$ cat src/rtl/sw_gate_rgb_pwm.sv
// sw_gate_rgb_pwm: debounced switches and mode button, selectable N-input
// logic function, plain LEDs plus two PWM-dimmed RGB status LEDs.
module sw_gate_rgb_pwm #(
  parameter int unsigned N_SW       = 3,
  parameter int unsigned DEB_CYCLES = 1000000,
  parameter int unsigned PWM_BITS   = 8,
  parameter int unsigned DUTY       = 32
) (
  input  logic            CLK100MHZ,
  input  logic            BTNC,
  input  logic [N_SW-1:0] SW,
  input  logic            BTNR,
  output logic [N_SW-1:0] LED,
  output logic            LED16_R,
  output logic            LED16_G,
  output logic            LED16_B,
  output logic            LED17_R,
  output logic            LED17_G,
  output logic            LED17_B
);

  // Switches and the mode button share one sync/debounce path; button is the MSB.
  localparam int unsigned N_DEB = N_SW + 1;
  localparam int unsigned CNT_W = $clog2(DEB_CYCLES);
  localparam logic [CNT_W-1:0]    CNT_MAX = CNT_W'(DEB_CYCLES - 1);
  localparam logic [PWM_BITS-1:0] DUTY_L  = PWM_BITS'(DUTY);

  typedef enum logic [1:0] {
    MODE_AND  = 2'd0,
    MODE_NAND = 2'd1,
    MODE_OR   = 2'd2,
    MODE_XOR  = 2'd3
  } mode_e;

  logic [N_DEB-1:0]            raw_c;
  logic [N_DEB-1:0]            s1_q;
  logic [N_DEB-1:0]            s2_q;
  logic [N_DEB-1:0]            deb_q;
  logic [N_DEB-1:0]            deb_d;
  logic [N_DEB-1:0][CNT_W-1:0] cnt_q;
  logic [N_DEB-1:0][CNT_W-1:0] cnt_d;

  logic [N_SW-1:0]     deb_sw_c;
  logic                deb_btn_c;
  logic                btn_prev_q;
  logic                btn_rise_c;
  mode_e               mode_q;
  logic [PWM_BITS-1:0] pcnt_q;
  logic                on_c;
  logic                f_c;
  logic [2:0]          rgb16_c;
  logic [2:0]          rgb17_c;

  logic [N_SW-1:0] led_q;
  logic [2:0]      rgb16_q;
  logic [2:0]      rgb17_q;

  assign raw_c = {BTNR, SW};

  // Two-flop synchroniser for every asynchronous pin.
  always_ff @(posedge CLK100MHZ or posedge BTNC) begin
    if (BTNC) begin
      s1_q <= '0;
      s2_q <= '0;
    end else begin
      s1_q <= raw_c;
      s2_q <= s1_q;
    end
  end

  // Per-bit debounce: a bit flips after DEB_CYCLES consecutive differing samples.
  always_comb begin
    deb_d = deb_q;
    cnt_d = cnt_q;
    for (int i = 0; i < int'(N_DEB); i++) begin
      if (s2_q[i] == deb_q[i]) begin
        cnt_d[i] = '0;
      end else if (cnt_q[i] == CNT_MAX) begin
        deb_d[i] = s2_q[i];
        cnt_d[i] = '0;
      end else begin
        cnt_d[i] = cnt_q[i] + CNT_W'(1);
      end
    end
  end

  // Debounce state registers.
  always_ff @(posedge CLK100MHZ or posedge BTNC) begin
    if (BTNC) begin
      deb_q <= '0;
      cnt_q <= '0;
    end else begin
      deb_q <= deb_d;
      cnt_q <= cnt_d;
    end
  end

  assign deb_sw_c   = deb_q[N_SW-1:0];
  assign deb_btn_c  = deb_q[N_SW];
  assign btn_rise_c = deb_btn_c & ~btn_prev_q;

  // Mode FSM: one step per debounced button press, wrapping XOR -> AND.
  always_ff @(posedge CLK100MHZ or posedge BTNC) begin
    if (BTNC) begin
      btn_prev_q <= 1'b0;
      mode_q     <= MODE_AND;
    end else begin
      btn_prev_q <= deb_btn_c;
      if (btn_rise_c) begin
        case (mode_q)
          MODE_AND:  mode_q <= MODE_NAND;
          MODE_NAND: mode_q <= MODE_OR;
          MODE_OR:   mode_q <= MODE_XOR;
          default:   mode_q <= MODE_AND;
        endcase
      end
    end
  end

  // Free-running PWM counter.
  always_ff @(posedge CLK100MHZ or posedge BTNC) begin
    if (BTNC) begin
      pcnt_q <= '0;
    end else begin
      pcnt_q <= pcnt_q + PWM_BITS'(1);
    end
  end

  assign on_c = (pcnt_q < DUTY_L);

  // Selected logic function and RGB colour codes ({R,G,B}), gated by PWM.
  always_comb begin
    f_c     = 1'b0;
    rgb16_c = 3'b000;
    case (mode_q)
      MODE_AND: begin
        f_c     = &deb_sw_c;
        rgb16_c = 3'b100;
      end
      MODE_NAND: begin
        f_c     = ~&deb_sw_c;
        rgb16_c = 3'b010;
      end
      MODE_OR: begin
        f_c     = |deb_sw_c;
        rgb16_c = 3'b001;
      end
      default: begin
        f_c     = ^deb_sw_c;
        rgb16_c = 3'b101;
      end
    endcase
    rgb17_c = f_c ? 3'b001 : 3'b100;
    rgb16_c = rgb16_c & {3{on_c}};
    rgb17_c = rgb17_c & {3{on_c}};
  end

  // Registered outputs.
  always_ff @(posedge CLK100MHZ or posedge BTNC) begin
    if (BTNC) begin
      led_q   <= '0;
      rgb16_q <= '0;
      rgb17_q <= '0;
    end else begin
      led_q   <= deb_sw_c;
      rgb16_q <= rgb16_c;
      rgb17_q <= rgb17_c;
    end
  end

  assign LED     = led_q;
  assign LED16_R = rgb16_q[2];
  assign LED16_G = rgb16_q[1];
  assign LED16_B = rgb16_q[0];
  assign LED17_R = rgb17_q[2];
  assign LED17_G = rgb17_q[1];
  assign LED17_B = rgb17_q[0];

endmodule

$ cat config.mk
export PLATFORM = sky130hd
export DESIGN_NAME = sw_gate_rgb_pwm
export DESIGN_NICKNAME = d
export VERILOG_FILES = /design/src/rtl/sw_gate_rgb_pwm.sv
export SDC_FILE = /design/constraint.sdc
export NUM_CORES = 1
export LEC_CHECK = 0
export BUFFER_PORTS_ARGS = -buffer_cell sky130_fd_sc_hd__buf_2
export CORE_UTILIZATION = 35
export CTS_CLUSTER_DIAMETER = 40
export CTS_CLUSTER_SIZE = 40
export DETAILED_ROUTE_END_ITERATION = 8
export PLACE_DENSITY_LB_ADDON = 0.08
export SLEW_MARGIN = 5
export SYNTH_ARGS = -nofsm -noshare
export SYNTH_HDL_FRONTEND = slang
export SYNTH_SLANG_ARGS = --single-unit
export TNS_END_PERCENT = 20
$ cat constraint.sdc
create_clock -name CLK100MHZ -period 3.2 [get_ports CLK100MHZ]
set_clock_uncertainty 0.1 [all_clocks]
set_input_delay 0.16 -clock CLK100MHZ [delete_from_list [all_inputs] [get_ports CLK100MHZ]]
set_output_delay 0.16 -clock CLK100MHZ [all_outputs]
set_load 0.01 [all_outputs]
==> impl_metrics.xml <==
<?xml version="1.0" encoding="UTF-8"?>
<metrics>
  <group name="critical_path">
    <metric name="r2r_slack" unit="ps">820</metric>
    <metric name="endpoint_kind" unit="">register</metric>
    <metric name="crit-reg2reg-capture" unit="">cnt_q[53]</metric>
    <metric name="timing.critical_path.fanout_max" unit="">19</metric>
    <metric name="critical_path_required" unit="ps">3300</metric>
    <metric name="data_arrival_at_the_endpoint_of_the_critical_path" unit="ps">2470</metric>
    <metric name="rr_worst_depth" unit="">5</metric>
    <metric name="timing.critical_path.from_type" unit="">register</metric>
    <metric name="worst-setup-path-type" unit="">register to register</metric>
    <metric name="reg2reg_from" unit="">cnt_q[40]</metric>
  </group>
  <group name="logic_synthesis">
    <metric name="synth_enable_flop_cells" unit="">0</metric>
    <metric name="synth.distinct_cells" unit="">46</metric>
    <metric name="synthesized_area_fraction_occupied_by_ao_oa_aoi_and_oai_cells" unit="%">4.20</metric>
    <metric name="syn_std_cell_area" unit="sq um">5180</metric>
    <metric name="yosys_synthesis_warning_count" unit="">0</metric>
    <metric name="synth.ff_latch_count" unit="">111</metric>
    <metric name="post_synth_and_or_nand_nor_area_fraction" unit="%">23.6</metric>
    <metric name="synthAdderAreaFrac" unit="%">2.66</metric>
    <metric name="post_synth_xor_area_fraction" unit="%">11.7</metric>
    <metric name="postSynthCellCount" unit="">505</metric>
    <metric name="mapped_avg_cell_area" unit="sq um">10.3</metric>
    <metric name="yosys-mux-area-fraction" unit="%">1.47</metric>
    <metric name="synthArstFlopShare" unit="%">100</metric>
    <metric name="synth_sequential_area_ratio" unit="%">53.6</metric>
    <metric name="mappedNetlistNets" unit="">522</metric>
    <metric name="largest_family_of_logic_cells_by_synthesized_area" unit="">simple AND/OR/NAND/NOR gates</metric>
    <metric name="synthFlopType" unit="">sky130_fd_sc_hd__dfrtp_1</metric>
  </group>
  <group name="detailed_routing">
    <metric name="total_vias_in_the_final_route" unit="">3565</metric>
    <metric name="antenna_violating_nets_post_route" unit="">0</metric>
    <metric name="postRouteWirelength" unit="um">9660</metric>
    <metric name="wirelength_per_cell" unit="um">13.5</metric>
    <metric name="post_drt_via_cell_ratio" unit="">4.98</metric>
    <metric name="first_iter_violations" unit="">131</metric>
    <metric name="firstDrtPassIters" unit="">4</metric>
    <metric name="post-route-drc-count" unit="">0</metric>
  </group>
  <group name="grt">
    <metric name="met1_usage" unit="%">18.3</metric>
    <metric name="grt_first_pass_wirelength" unit="um">16800</metric>
    <metric name="initial_antenna_violation_count" unit="">0</metric>
    <metric name="grt_util_met3" unit="%">3.89</metric>
    <metric name="track_usage" unit="%">14.3</metric>
    <metric name="grt_pass1_vias" unit="">3477</metric>
    <metric name="grt_max_degree" unit="">101</metric>
    <metric name="overflow" unit="">0</metric>
    <metric name="gr-max-usage-layer" unit="">met2</metric>
    <metric name="gr-usage-met2" unit="%">22.4</metric>
  </group>
  <group name="clocking">
    <metric name="cts_made_buffers" unit="">9</metric>
    <metric name="cts.root.buffer_cell" unit="">sky130_fd_sc_hd__clkbuf_16</metric>
    <metric name="post-cts-setup-buffer-count" unit="">0</metric>
    <metric name="post_cts_resized" unit="">0</metric>
    <metric name="ctsLongestPathBuffers" unit="">2</metric>
    <metric name="cts-htree-levels" unit="">3</metric>
    <metric name="clkLatencyLatePin" unit="ps">360</metric>
    <metric name="post_cts_hold_buffer_count" unit="">5</metric>
    <metric name="clock_sink_count" unit="">111</metric>
    <metric name="worst_setup_hold_path_clk_slew" unit="ps">70</metric>
    <metric name="tritoncts" unit="">built</metric>
  </group>
  <group name="hold_path">
    <metric name="hold_path.class" unit="">primary input to async pin</metric>
  </group>
  <group name="power">
    <metric name="total_leakage_power" unit="nW">2.42</metric>
    <metric name="power.switching" unit="uW">573</metric>
    <metric name="max-vdd-ir-drop" unit="mV">0.264</metric>
    <metric name="share_of_power_burned_in_the_clock_network" unit="%">43.0</metric>
    <metric name="internal_power" unit="mW">2.09</metric>
    <metric name="seq_power_share" unit="%">53.8</metric>
    <metric name="logic_gate_share_of_total_power" unit="%">3.2</metric>
    <metric name="switching_share" unit="%">21.5</metric>
    <metric name="powerDensity" unit="nW/um^2">457</metric>
  </group>
  <group name="place">
    <metric name="io_buffer_count" unit="">13</metric>
    <metric name="post-dp-hpwl" unit="um">6370</metric>
    <metric name="gp_congestion" unit="">0.750</metric>
  </group>
  <group name="timing">
    <metric name="grt_setup_unrepaired" unit="">no</metric>
    <metric name="worst_slew_margin_rel" unit="%">47.8</metric>
    <metric name="pins_over_slew_limit" unit="">0</metric>
    <metric name="finalWorstPathRequiredPeriod" unit="ps">2380</metric>
    <metric name="timing.final.crit_share" unit="%">74.3</metric>
    <metric name="clock.fmax" unit="GHz">0.420</metric>
    <metric name="timing_worst_slew_pin_value" unit="ps">782</metric>
    <metric name="hold_slack" unit="ps">155</metric>
    <metric name="setup_viol" unit="">0</metric>
    <metric name="final.setup.tns" unit="ps">0</metric>
    <metric name="final-hold-violation-count" unit="">0</metric>
  </group>
  <group name="final_layout">
    <metric name="final_layout_size_suffix_gt1_share" unit="%">8.65</metric>
    <metric name="area_of_the_multi_input_gates" unit="sq um">2270</metric>
    <metric name="count_of_filler_cells_inserted_in_the_layout" unit="">1412</metric>
    <metric name="area.growth.synth_to_final" unit="%">12.6</metric>
    <metric name="seq_area" unit="sq um">2780</metric>
    <metric name="postLayoutCoreUtil" unit="%">40.3</metric>
    <metric name="n_antenna_cell" unit="">0</metric>
    <metric name="nNetsFinal" unit="">545</metric>
  </group>
  <group name="die">
    <metric name="fp.dieW" unit="um">124</metric>
    <metric name="start_util" unit="%">35.8</metric>
    <metric name="core-area" unit="sq um">14500</metric>
    <metric name="die_height" unit="um">124</metric>
    <metric name="io_pins" unit="">15</metric>
    <metric name="num_rows" unit="">44</metric>
    <metric name="die_area" unit="sq um">15300</metric>
  </group>
  <group name="run">
    <metric name="maxCapViolCount" unit="">0</metric>
  </group>
  <group name="outcome">
    <metric name="status" unit="">completed</metric>
  </group>
</metrics>
how the worst max path moves through the flow:
| stage | depth (start not counted) | end | slack, ps | start |
|---|---|---|---|---|
| 5_1_grt | 5 | cnt_q[53] | 670 | cnt_q[40] |
| 3_5_place_dp | 5 | cnt_q[53] | 830 | cnt_q[40] |
| 2_1_floorplan | 1 | LED[0] | 9 | BTNC |
| 6_report | 5 | cnt_q[53] | 820 | cnt_q[40] |
| 4_1_cts | 5 | cnt_q[53] | 820 | cnt_q[40] |
| 3_3_place_gp | 5 | cnt_q[70] | 890 | cnt_q[60] |
sequential cells by signal, indices dropped and copies added, names as in the netlist:
| signal | count |
|---|---|
| LED | 3 |
| btn_prev_q | 1 |
| cnt_q | 80 |
| deb_q | 4 |
| mode_q | 2 |
| pcnt_q | 8 |
| rgb16_q | 3 |
| rgb17_q | 2 |
| s1_q | 4 |
| s2_q | 4 |
layer usage:
layer  wire, um  part of all wire (%)
met1       4760                    49
met3        265                   2.7
met5          0                     0
met2       4450                    46
met4        184                   1.9
layout make-up:
class | instances | share of cell area [%]
multi-input combinational | 360 | 38.9
clock inverter | 3 | 0.729
clock buffer | 12 | 4.40
tap | 184 | 3.95
inverter | 23 | 1.52
timing repair buffer | 23 | 2.83
sequential | 111 | 47.6
synth_stat cells, types with 11 or more instances:
master / n / area (sq um)
sky130_fd_sc_hd__o21ai_0: 11 / 55.1
sky130_fd_sc_hd__and3_1: 12 / 75.1
sky130_fd_sc_hd__nand3_1: 28 / 140
sky130_fd_sc_hd__a21oi_1: 11 / 55.1
sky130_fd_sc_hd__nand2_1: 21 / 78.8
sky130_fd_sc_hd__dfrtp_1: 111 / 2780
sky130_fd_sc_hd__nor3_1: 19 / 95.1
sky130_fd_sc_hd__inv_1: 23 / 86.3
sky130_fd_sc_hd__ha_1: 11 / 138
sky130_fd_sc_hd__xor2_1: 22 / 193
sky130_fd_sc_hd__nor2_1: 85 / 319
sky130_fd_sc_hd__nand4_1: 25 / 156
sky130_fd_sc_hd__xnor2_1: 47 / 412
sky130_fd_sc_hd__nor4_1: 18 / 113
power groups by stage:
stage,sequential (mW),clock [mW],combinational (mW)
3_3_place_gp,1.46,0,0.0829
6_report,1.43,1.15,0.0849
5_1_grt,1.44,1.25,0.100
4_1_cts,1.43,1.20,0.0895
2_1_floorplan,1.46,0,0.0589
3_5_place_dp,1.46,0,0.0846
through the flow:
stage | cell area [sq um] | power, mW | setup slack [ps] | std cells
final | 5830 | 2.66 | 822 | 716
after global routing | 5830 | 2.79 | 672 | 716
after CTS | 5830 | 2.72 | 824 | 716
after detailed placement | 5480 | 1.55 | 826 | 696
after global placement | 5480 | 1.54 | 886 | 696
after floorplan | 5180 | 1.52 | 9.35 | 505
kinds of logic (layout without fill, tap and decap cells):
kind of cell	Yosys count	in the layout
AO/OA/AOI/OAI	33	33
XOR/XNOR	69	69
adder cells (fa/ha/maj)	11	11
buffers and inverters	34	61
flip-flops	111	111
multiplexers	7	7
other	1	1
AND/OR/NAND/NOR	239	239
layout by cell type, fill, tap and decap left out, types with 5 or more instances in the layout:
cell                            count
sky130_fd_sc_hd__dlygate4sd3_1      5
sky130_fd_sc_hd__inv_1             22
sky130_fd_sc_hd__nand3_1           28
sky130_fd_sc_hd__or3_1              8
sky130_fd_sc_hd__xnor2_1           47
sky130_fd_sc_hd__clkbuf_16          9
sky130_fd_sc_hd__xor2_1            22
sky130_fd_sc_hd__a21oi_1           11
sky130_fd_sc_hd__dfrtp_1          111
sky130_fd_sc_hd__and3_1            12
sky130_fd_sc_hd__nor2_1            85
sky130_fd_sc_hd__nand4_1           25
sky130_fd_sc_hd__ha_1              11
sky130_fd_sc_hd__nor3_1            19
sky130_fd_sc_hd__buf_2             13
sky130_fd_sc_hd__o21ai_0           11
sky130_fd_sc_hd__nor4_1            18
sky130_fd_sc_hd__nand2_1           21
critical path: stages (launching register included):
cell	delay, ps
sky130_fd_sc_hd__dfrtp_1	400
sky130_fd_sc_hd__ha_1	200
sky130_fd_sc_hd__nand3_1	230
sky130_fd_sc_hd__or2_2	420
sky130_fd_sc_hd__o31ai_4	710
sky130_fd_sc_hd__nor2_1	160
(Power assumes the default switching activity.)
